File: src/rtl/fifo2sl_ctrl.sv
// Transceiver-side controller between the bridge's command/response async FIFOs
// and the serial-line core: decodes commands, launches TX, reports RX and status.
module fifo2sl_ctrl #(
  parameter logic [1:0] CONFIG_MODIFIER  = 2'd0,
  parameter logic [1:0] DATA_MODIFIER    = 2'd1,
  parameter logic [1:0] STATUS_MODIFIER  = 2'd2,
  parameter logic [1:0] CHANNEL_MODIFIER = 2'd3,
  parameter int         CONFIG_WIDTH     = 16,
  parameter int         CHANNEL_WIDTH    = 2,
  parameter int         WRF              = 3
) (
  input  logic                     pclk,
  input  logic                     preset_n,
  input  logic                     cmd_empty,
  input  logic [33:0]              cmd_data,
  output logic                     cmd_inc,
  input  logic                     rsp_full,
  output logic [33:0]              rsp_data,
  output logic                     rsp_inc,
  output logic [CONFIG_WIDTH-1:0]  config_o,
  output logic [CHANNEL_WIDTH-1:0] channel_o,
  output logic [31:0]              tx_data,
  output logic                     tx_start,
  input  logic                     tx_busy,
  input  logic                     rx_valid,
  input  logic [31:0]              rx_data,
  input  logic                     rx_error
);

  localparam int TXD = 1;
  localparam int RXE = 2;
  localparam int DRP = 4;
  localparam int OVR = 5;

  typedef enum logic [5:0] {
    S_IDLE = 6'b000001,
    S_EXEC = 6'b000010,
    S_TXW  = 6'b000100,
    S_ECHO = 6'b001000,
    S_PRX  = 6'b010000,
    S_PST  = 6'b100000
  } state_t;

  state_t                   state_q, state_d;
  logic [CONFIG_WIDTH-1:0]  config_q, config_d;
  logic [CHANNEL_WIDTH-1:0] channel_q, channel_d;
  logic [31:0]              tx_data_q, tx_data_d;
  logic [31:0]              rx_hold_q, rx_hold_d;
  logic                     rx_pend_q, rx_pend_d;
  logic                     st_pend_q, st_pend_d;
  logic [5:1]               sticky_q, sticky_d;
  logic [1:0]               echo_mod_q, echo_mod_d;
  logic                     tx_busy_q;

  logic [1:0]  cmd_mod;
  logic [31:0] echo_val;
  logic [7:0]  status_w;
  logic        drop, rx_taken;

  assign cmd_mod  = cmd_data[33:32];
  assign echo_val = (echo_mod_q == CONFIG_MODIFIER) ?
                    {{(32-CONFIG_WIDTH){1'b0}}, config_q} :
                    {{(32-CHANNEL_WIDTH){1'b0}}, channel_q};
  assign status_w = {2'b00, sticky_q, tx_busy};

  always_comb begin
    state_d    = state_q;
    config_d   = config_q;
    channel_d  = channel_q;
    tx_data_d  = tx_data_q;
    rx_hold_d  = rx_hold_q;
    rx_pend_d  = rx_pend_q;
    st_pend_d  = st_pend_q;
    sticky_d   = sticky_q;
    echo_mod_d = echo_mod_q;
    cmd_inc    = 1'b0;
    rsp_inc    = 1'b0;
    rsp_data   = '0;
    tx_start   = 1'b0;
    drop       = 1'b0;
    rx_taken   = 1'b0;

    case (state_q)
      S_IDLE: begin
        if (rx_pend_q)       state_d = S_PRX;
        else if (st_pend_q)  state_d = S_PST;
        else if (!cmd_empty) state_d = S_EXEC;
      end
      S_EXEC: begin
        cmd_inc    = 1'b1;
        echo_mod_d = cmd_mod;
        if (cmd_mod == CONFIG_MODIFIER) begin
          config_d = cmd_data[CONFIG_WIDTH-1:0];
          state_d  = S_ECHO;
        end else if (cmd_mod == CHANNEL_MODIFIER) begin
          channel_d = cmd_data[CHANNEL_WIDTH-1:0];
          state_d   = S_ECHO;
        end else if (cmd_mod == DATA_MODIFIER && channel_q == '0) begin
          tx_data_d = cmd_data[31:0];
          state_d   = S_TXW;
        end else begin
          drop    = 1'b1;
          state_d = S_IDLE;
        end
      end
      S_TXW: begin
        if (!tx_busy) begin
          tx_start = 1'b1;
          state_d  = S_IDLE;
        end
      end
      S_ECHO: begin
        if (!rsp_full) begin
          rsp_inc  = 1'b1;
          rsp_data = {echo_mod_q, echo_val};
          state_d  = S_IDLE;
        end
      end
      S_PRX: begin
        if (!rsp_full) begin
          rsp_inc  = 1'b1;
          rsp_data = {DATA_MODIFIER, rx_hold_q};
          rx_taken = 1'b1;
          state_d  = S_IDLE;
        end
      end
      S_PST: begin
        if (!rsp_full) begin
          rsp_inc   = 1'b1;
          rsp_data  = {STATUS_MODIFIER, 24'd0, status_w};
          sticky_d  = '0;
          st_pend_d = 1'b0;
          state_d   = S_IDLE;
        end
      end
      default: state_d = S_IDLE;
    endcase

    // Set events are applied after the status-push clear so a same-cycle set survives.
    if (rx_taken) begin
      rx_pend_d     = 1'b0;
      sticky_d[WRF] = 1'b1;
      st_pend_d     = 1'b1;
    end
    if (drop) begin
      sticky_d[DRP] = 1'b1;
      st_pend_d     = 1'b1;
    end
    if (tx_busy_q && !tx_busy) begin
      sticky_d[TXD] = 1'b1;
      st_pend_d     = 1'b1;
    end
    if (rx_valid) begin
      rx_hold_d = rx_data;
      rx_pend_d = 1'b1;
      if (rx_error) sticky_d[RXE] = 1'b1;
      // A word being pushed this cycle is not lost, so it is not an overrun.
      if (rx_pend_q && !rx_taken) begin
        sticky_d[OVR] = 1'b1;
        st_pend_d     = 1'b1;
      end
    end
  end

  always_ff @(posedge pclk or negedge preset_n) begin
    if (!preset_n) begin
      state_q    <= S_IDLE;
      config_q   <= '0;
      channel_q  <= '0;
      tx_data_q  <= '0;
      rx_hold_q  <= '0;
      rx_pend_q  <= 1'b0;
      st_pend_q  <= 1'b0;
      sticky_q   <= '0;
      echo_mod_q <= '0;
      tx_busy_q  <= 1'b0;
    end else begin
      state_q    <= state_d;
      config_q   <= config_d;
      channel_q  <= channel_d;
      tx_data_q  <= tx_data_d;
      rx_hold_q  <= rx_hold_d;
      rx_pend_q  <= rx_pend_d;
      st_pend_q  <= st_pend_d;
      sticky_q   <= sticky_d;
      echo_mod_q <= echo_mod_d;
      tx_busy_q  <= tx_busy;
    end
  end

  assign config_o  = config_q;
  assign channel_o = channel_q;
  assign tx_data   = tx_data_q;

endmodule

File: config.mk
export PLATFORM = sky130hd
export DESIGN_NAME = fifo2sl_ctrl
export DESIGN_NICKNAME = d
export VERILOG_FILES = /design/src/rtl/fifo2sl_ctrl.sv
export SDC_FILE = /design/constraint.sdc
export NUM_CORES = 1
export LEC_CHECK = 0
export BUFFER_PORTS_ARGS = -buffer_cell sky130_fd_sc_hd__buf_4
export CAP_MARGIN = 25
export CORE_ASPECT_RATIO = 1.75
export CORE_UTILIZATION = 53
export CTS_CLUSTER_DIAMETER = 120
export CTS_CLUSTER_SIZE = 30
export DETAILED_ROUTE_END_ITERATION = 6
export GPL_ROUTABILITY_DRIVEN = 0
export GPL_TIMING_DRIVEN = 0
export HOLD_SLACK_MARGIN = 0.1
export PLACE_DENSITY_LB_ADDON = 0.1
export SLEW_MARGIN = 20
export SYNTH_ARGS = -nofsm -noshare
export SYNTH_HDL_FRONTEND = slang
export SYNTH_SLANG_ARGS = --single-unit
export TNS_END_PERCENT = 50
File: constraint.sdc
create_clock -name pclk -period 3.5 [get_ports pclk]
set_input_delay 0.525 -clock pclk [delete_from_list [all_inputs] [get_ports pclk]]
set_output_delay 0.525 -clock pclk [all_outputs]
set_load 0.005 [all_outputs]
; Word level (Yosys, flattened, before mapping)
; Index checks and enable logic that the tools add are counted.
[word_totals]
ff_bits = 98
in_bits = 73
out_inout_bits = 87
word_cells = 91
[op_classes]
n_eq_ne = 14
muxes = 42
n_bitwise = 2
reduce_logical = 20
[op_table]
columns = op, count
row1 = case mux 34 bit (3 select lines), 1
row2 = two-way mux 34 bit, 2
row3 = two-way mux 33 bit, 1
row4 = two-way mux 6 bit, 5
row5 = two-way mux 1 bit, 26
row6 = case mux 6 bit (4 select lines), 1
row7 = two-way mux 16 bit, 1
row8 = two-way mux 5 bit, 2
row9 = two-way mux 4 bit, 2
row10 = AND reduction 2 bit, 4
row11 = nonzero test 2 bit, 4
row12 = "equality test 6 x 1 -> 1 bit, second input constant", 1
row13 = "equality test 6 x 2 -> 1 bit, second input constant", 1
row14 = "equality test 6 x 3 -> 1 bit, second input constant", 1
row15 = "equality test 6 x 4 -> 1 bit, second input constant", 1
row16 = "equality test 6 x 5 -> 1 bit, second input constant", 1
row17 = "equality test 6 bit, second input constant", 1
row18 = logical NOT 2 bit, 3
row19 = "inequality test 2 x 1 -> 1 bit, second input constant", 3
row20 = AND reduction 3 bit, 2
row21 = "inequality test 2 bit, second input constant", 2
row22 = "inequality test 4 bit, second input constant", 1
row23 = AND reduction 4 bit, 1
row24 = logical AND 1 bit, 3
row25 = 6 further kinds, 8

; Logic depth before layout (Yosys ltp)
[depth]
word_depth = 10
ltp_mapped = 7

; Worst setup path before layout
; OpenSTA, ideal clock, no wires.
[synth_timing]
path_kind = in2out
start = in rsp_full
end = out rsp_data[10]
arrival_ns = 1.812
path_slack_ns = 1.163
path_stages = 5
path_buffers = 2
path_cell_list = or4_1 > buf_2 > nor3_4 > buf_6 > a22o_2
[synth_between]
elab_chain_len = 2
[synth_rtl]
columns = item, line_no
row1 = start: declaration, 17  ; input logic rsp_full,
row2 = two-way mux 33 bit or two-way mux 34 bit (tied branches), "120, 113"
row3 = case mux 34 bit (3 select lines) *, 83  ; case (state_q)
row4 = end: declaration, 18  ; output logic [33:0] rsp_data,
; Mark *: on every way between the ends. The rest lies on a longest branch, timed or not.

; Worst setup path after layout
[layout_timing]
start = reg state_q[2]
end = out rsp_data[11]
[layout_between]
elab_chain_len = 2
[layout_rtl]
columns = item, line_no
row1 = start: declaration, 44  ; state_t state_q, state_d;
row2 = start signal: assignment, 178  ; state_q <= state_d;
row3 = equality test 6 bit (tied with other cells), 83
row4 = case mux 34 bit (3 select lines) *, 83
; Marks and branches as above.

==> reports/metrics.yaml <==
run_status:
  status: "finished clean"
route:
  drt-total-wl_um: 10200
  drc: 0
  drt-initial-drc-count: 177
  num_vias: 3142
  detail_route.vias_per_cell: 5.50
  ant_nets: 0
  first_pass_iters: 4
  wire_per_inst_um: 17.8
pwr:
  finalPower_mw: 2.64
  p_int_mw: 1.97
  switching_share_pct: 25.3
  p_clk_share_pct: 34.7
  p_seq_share_pct: 47.2
  combPwrFrac_pct: 18.0
  pwr_density_cell_mw_per_mm2: 452
  p_sw_uw: 668
  ir_worst_vdd_uv: 373
  power_leakage_nw: 3.04
sta:
  slew_headroom_pct: 40.4
  setup_viol: 0
  grt_setup_unrepaired: "no"
  setup_tns_ns: 0
  worst_slack_ns: 0.423
  hold_violations: 0
  timing.hold.ws_ns: 0.239
  slew_viol_final: 0
  fin_crit_sh_pct: 87.9
  fmax_mhz: 325
  tightest_slew_ns: 0.894
  final.setup_skew_ns: 0.00364
  finalCriticalPeriod_ns: 3.08
finish:
  ff_latch_area_mm2: 0.00245
  drive_gt1_share_pct: 58.4
  diodes: 0
  fillers: 537
  nets: 555
  syn_to_final_growth_pct: 36.9
  layout_commonest_cell: "buf_4"
  layout_common_cells: "157 x buf_4, 97 x dfrtp_1, 81 x mux2_2"
  fin_util_pct: 76.0
  multi_input_area_mm2: 0.00165
logic_synthesis:
  ys_types: 42
  netlist_area_mm2: 0.00426
  avgSynthCellArea_um2: 13.7
  synth-seq-area-share_pct: 57.6
  syn_nets: 386
  ys_ff_latch: 98
  syn_inst: 310
  ys_warn_count: 0
setup_path:
  r2r_start: "state_q[5]"
  r2r-end: "config_o[8]"
  path_class: "flop to output port"
  worstPathArrival_ns: 2.55
  critPathMaxFanout: 10
  crit_path_end: "rsp_data[11]"
  crit_start: "state_q[2]"
  crit_buf_inv: 3
  cp.depth: 6
  crit_chain: "nor4_1 > and4_1 > clkbuf_1 > clkbuf_1 > a22o_2 > buf_4"
  critical_path.max_stage_delay_ns: 0.47
  critPathRequiredTime_ns: 2.97
  slowest_stage: "clkbuf_1"
  start_kind: "flop"
  reg2reg_depth: 7
  cpLargestDelayFamily: "buffers and inverters"
  end_kind: "output port"
  crit_top_cell: "clkbuf_1"
  worst-r2r-setup-slack_ns: 1.49
die:
  die_h_um: 121
  die_w_um: 69.8
  core_region_area_mm2: 0.00767
  start_util_pct: 55.5
  num_rows: 42
  io_pins: 160
  fp.dieArea_mm2: 0.00841
cts:
  clock_path_buffers: 2
  cts_root_buf: "clkbuf_16"
  cts_resized: 0
  cts_sinks: 98
  clkLatencyLatePin_ns: 0.34
  htree_num_levels: 3
  hold_buffers: 0
  cts_tree: "done"
  clk_pin_slew_ns: 0.06
  cts_buffers: 9
  cts_setup_buffers: 0
job:
  cap_violations: 0
place:
  dpl_worst_slack_ns: 0.606
  dp_hpwl_um: 7530
  numPortBuffers: 158
global_routing:
  grt_overflow: 0
  first_global_vias: 3398
  grt_pass1_wl_um: 16300
  grtUsageTotal_pct: 25.3
  grt_max_degree: 99
  antenna_found_initial: 0
worst_hold_path:
  hold_class: "input pin to async pin"
==> layer usage <==
layer / global-route usage (%) / part of all wire (%)
met1: 27.8 / 36
met3: 7.25 / 5.7
met2: 44.8 / 56
met5: 0 / 0
met4: 11.4 / 2.2
==> metrics by stage <==
step                      instance area, um^2  instances
after floorplan                          4260        310
after global placement                   5550        556
after detailed placement                 5560        556
after CTS                                5830        571
after global routing                     5830        571
final                                    5830        571
==> worst min-delay path by stage <==
stage | cells past startpoint | end | slack (ns)
floorplan | 0 | channel_o[0] | 0.23
global placement | 1 | sticky_q[3] | 0.46
detailed placement | 1 | sticky_q[1] | 0.48
CTS | 1 | echo_mod_q[1] | 0.32
global route | 1 | tx_busy_q | 0.33
finish | 1 | echo_mod_q[1] | 0.24
==> worst register-to-register path: stages, from the launching register on <==
cell and delay (ns):
dfrtp_1 0.36, clkbuf_2 0.21, nor3_4 0.23, nand3_2 0.22, inv_2 0.17, nand2_2 0.15, buf_2 0.26, mux2_2 0.30
==> flip-flops by register name, summed over array words and instances, names as in the netlist <==
| register | count |
|---|---|
| rx_pend_q | 1 |
| tx_busy_q | 1 |
| echo_mod_q | 2 |
| channel_o | 2 |
| state_q | 6 |
| config_o | 16 |
| rx_hold_q | 32 |
| tx_data | 32 |
| st_pend_q | 1 |
| sticky_q | 5 |
==> area by class of cell <==
class	count	area share [%]
flip-flops and latches	98	42.1
multi-input cells	185	28.4
repair buffers	158	20.4
clock buffers	12	4.40
plain buffers	16	1.89
well taps	88	1.89
inverters	11	0.708
clock inverters	3	0.258
==> cell families after synthesis <==
group           count (synthesis)  share of synthesized area (%)
compound gates                 37                           7.02
xor+xnor                        1                          0.206
fa+ha+maj                       3                          0.882
buf+inv                        27                           3.56
flops                          98                           57.6
mux                            85                           22.4
simple gates                   59                           8.32
==> cells in the mapped netlist (all sizes together) <==
cell / count / share of area (%)
xor2: 1 / 0.21
a211oi: 1 / 0.18
o21ai: 8 / 0.94
and2: 16 / 2.4
or4: 1 / 0.18
nand4: 1 / 0.15
a21oi: 3 / 0.35
inv: 11 / 0.97
nor3: 5 / 1.1
nand3: 7 / 1.1
nand2b: 2 / 0.29
o41ai: 1 / 0.21
and4: 1 / 0.21
a22o: 14 / 3.2
mux2: 82 / 22
nor2: 7 / 0.62
nand2: 10 / 0.94
nor4: 2 / 0.29
dfrtp: 97 / 57
o2bb2ai: 2 / 0.41
a21o: 2 / 0.35
nor3b: 1 / 0.18
a222oi: 4 / 0.94
o21bai: 1 / 0.18
and3: 1 / 0.15
nand3b: 2 / 0.35
buf: 12 / 2.2
nor2b: 3 / 0.44
clkbuf: 4 / 0.38
a32o: 1 / 0.24
dfstp: 1 / 0.62
ha: 3 / 0.88
mux2i: 3 / 0.71
==> power by group through the flow <==
stage / clock network, mW / logic [mW] / registers (mW)
6_report: 0.916 / 0.475 / 1.25
4_1_cts: 0.927 / 0.479 / 1.25
5_1_grt: 0.972 / 0.520 / 1.25
3_5_place_dp: 0 / 0.479 / 1.27
2_1_floorplan: 0 / 0.260 / 1.26
3_3_place_gp: 0 / 0.466 / 1.26
Power figures use the tool's default switching activity.
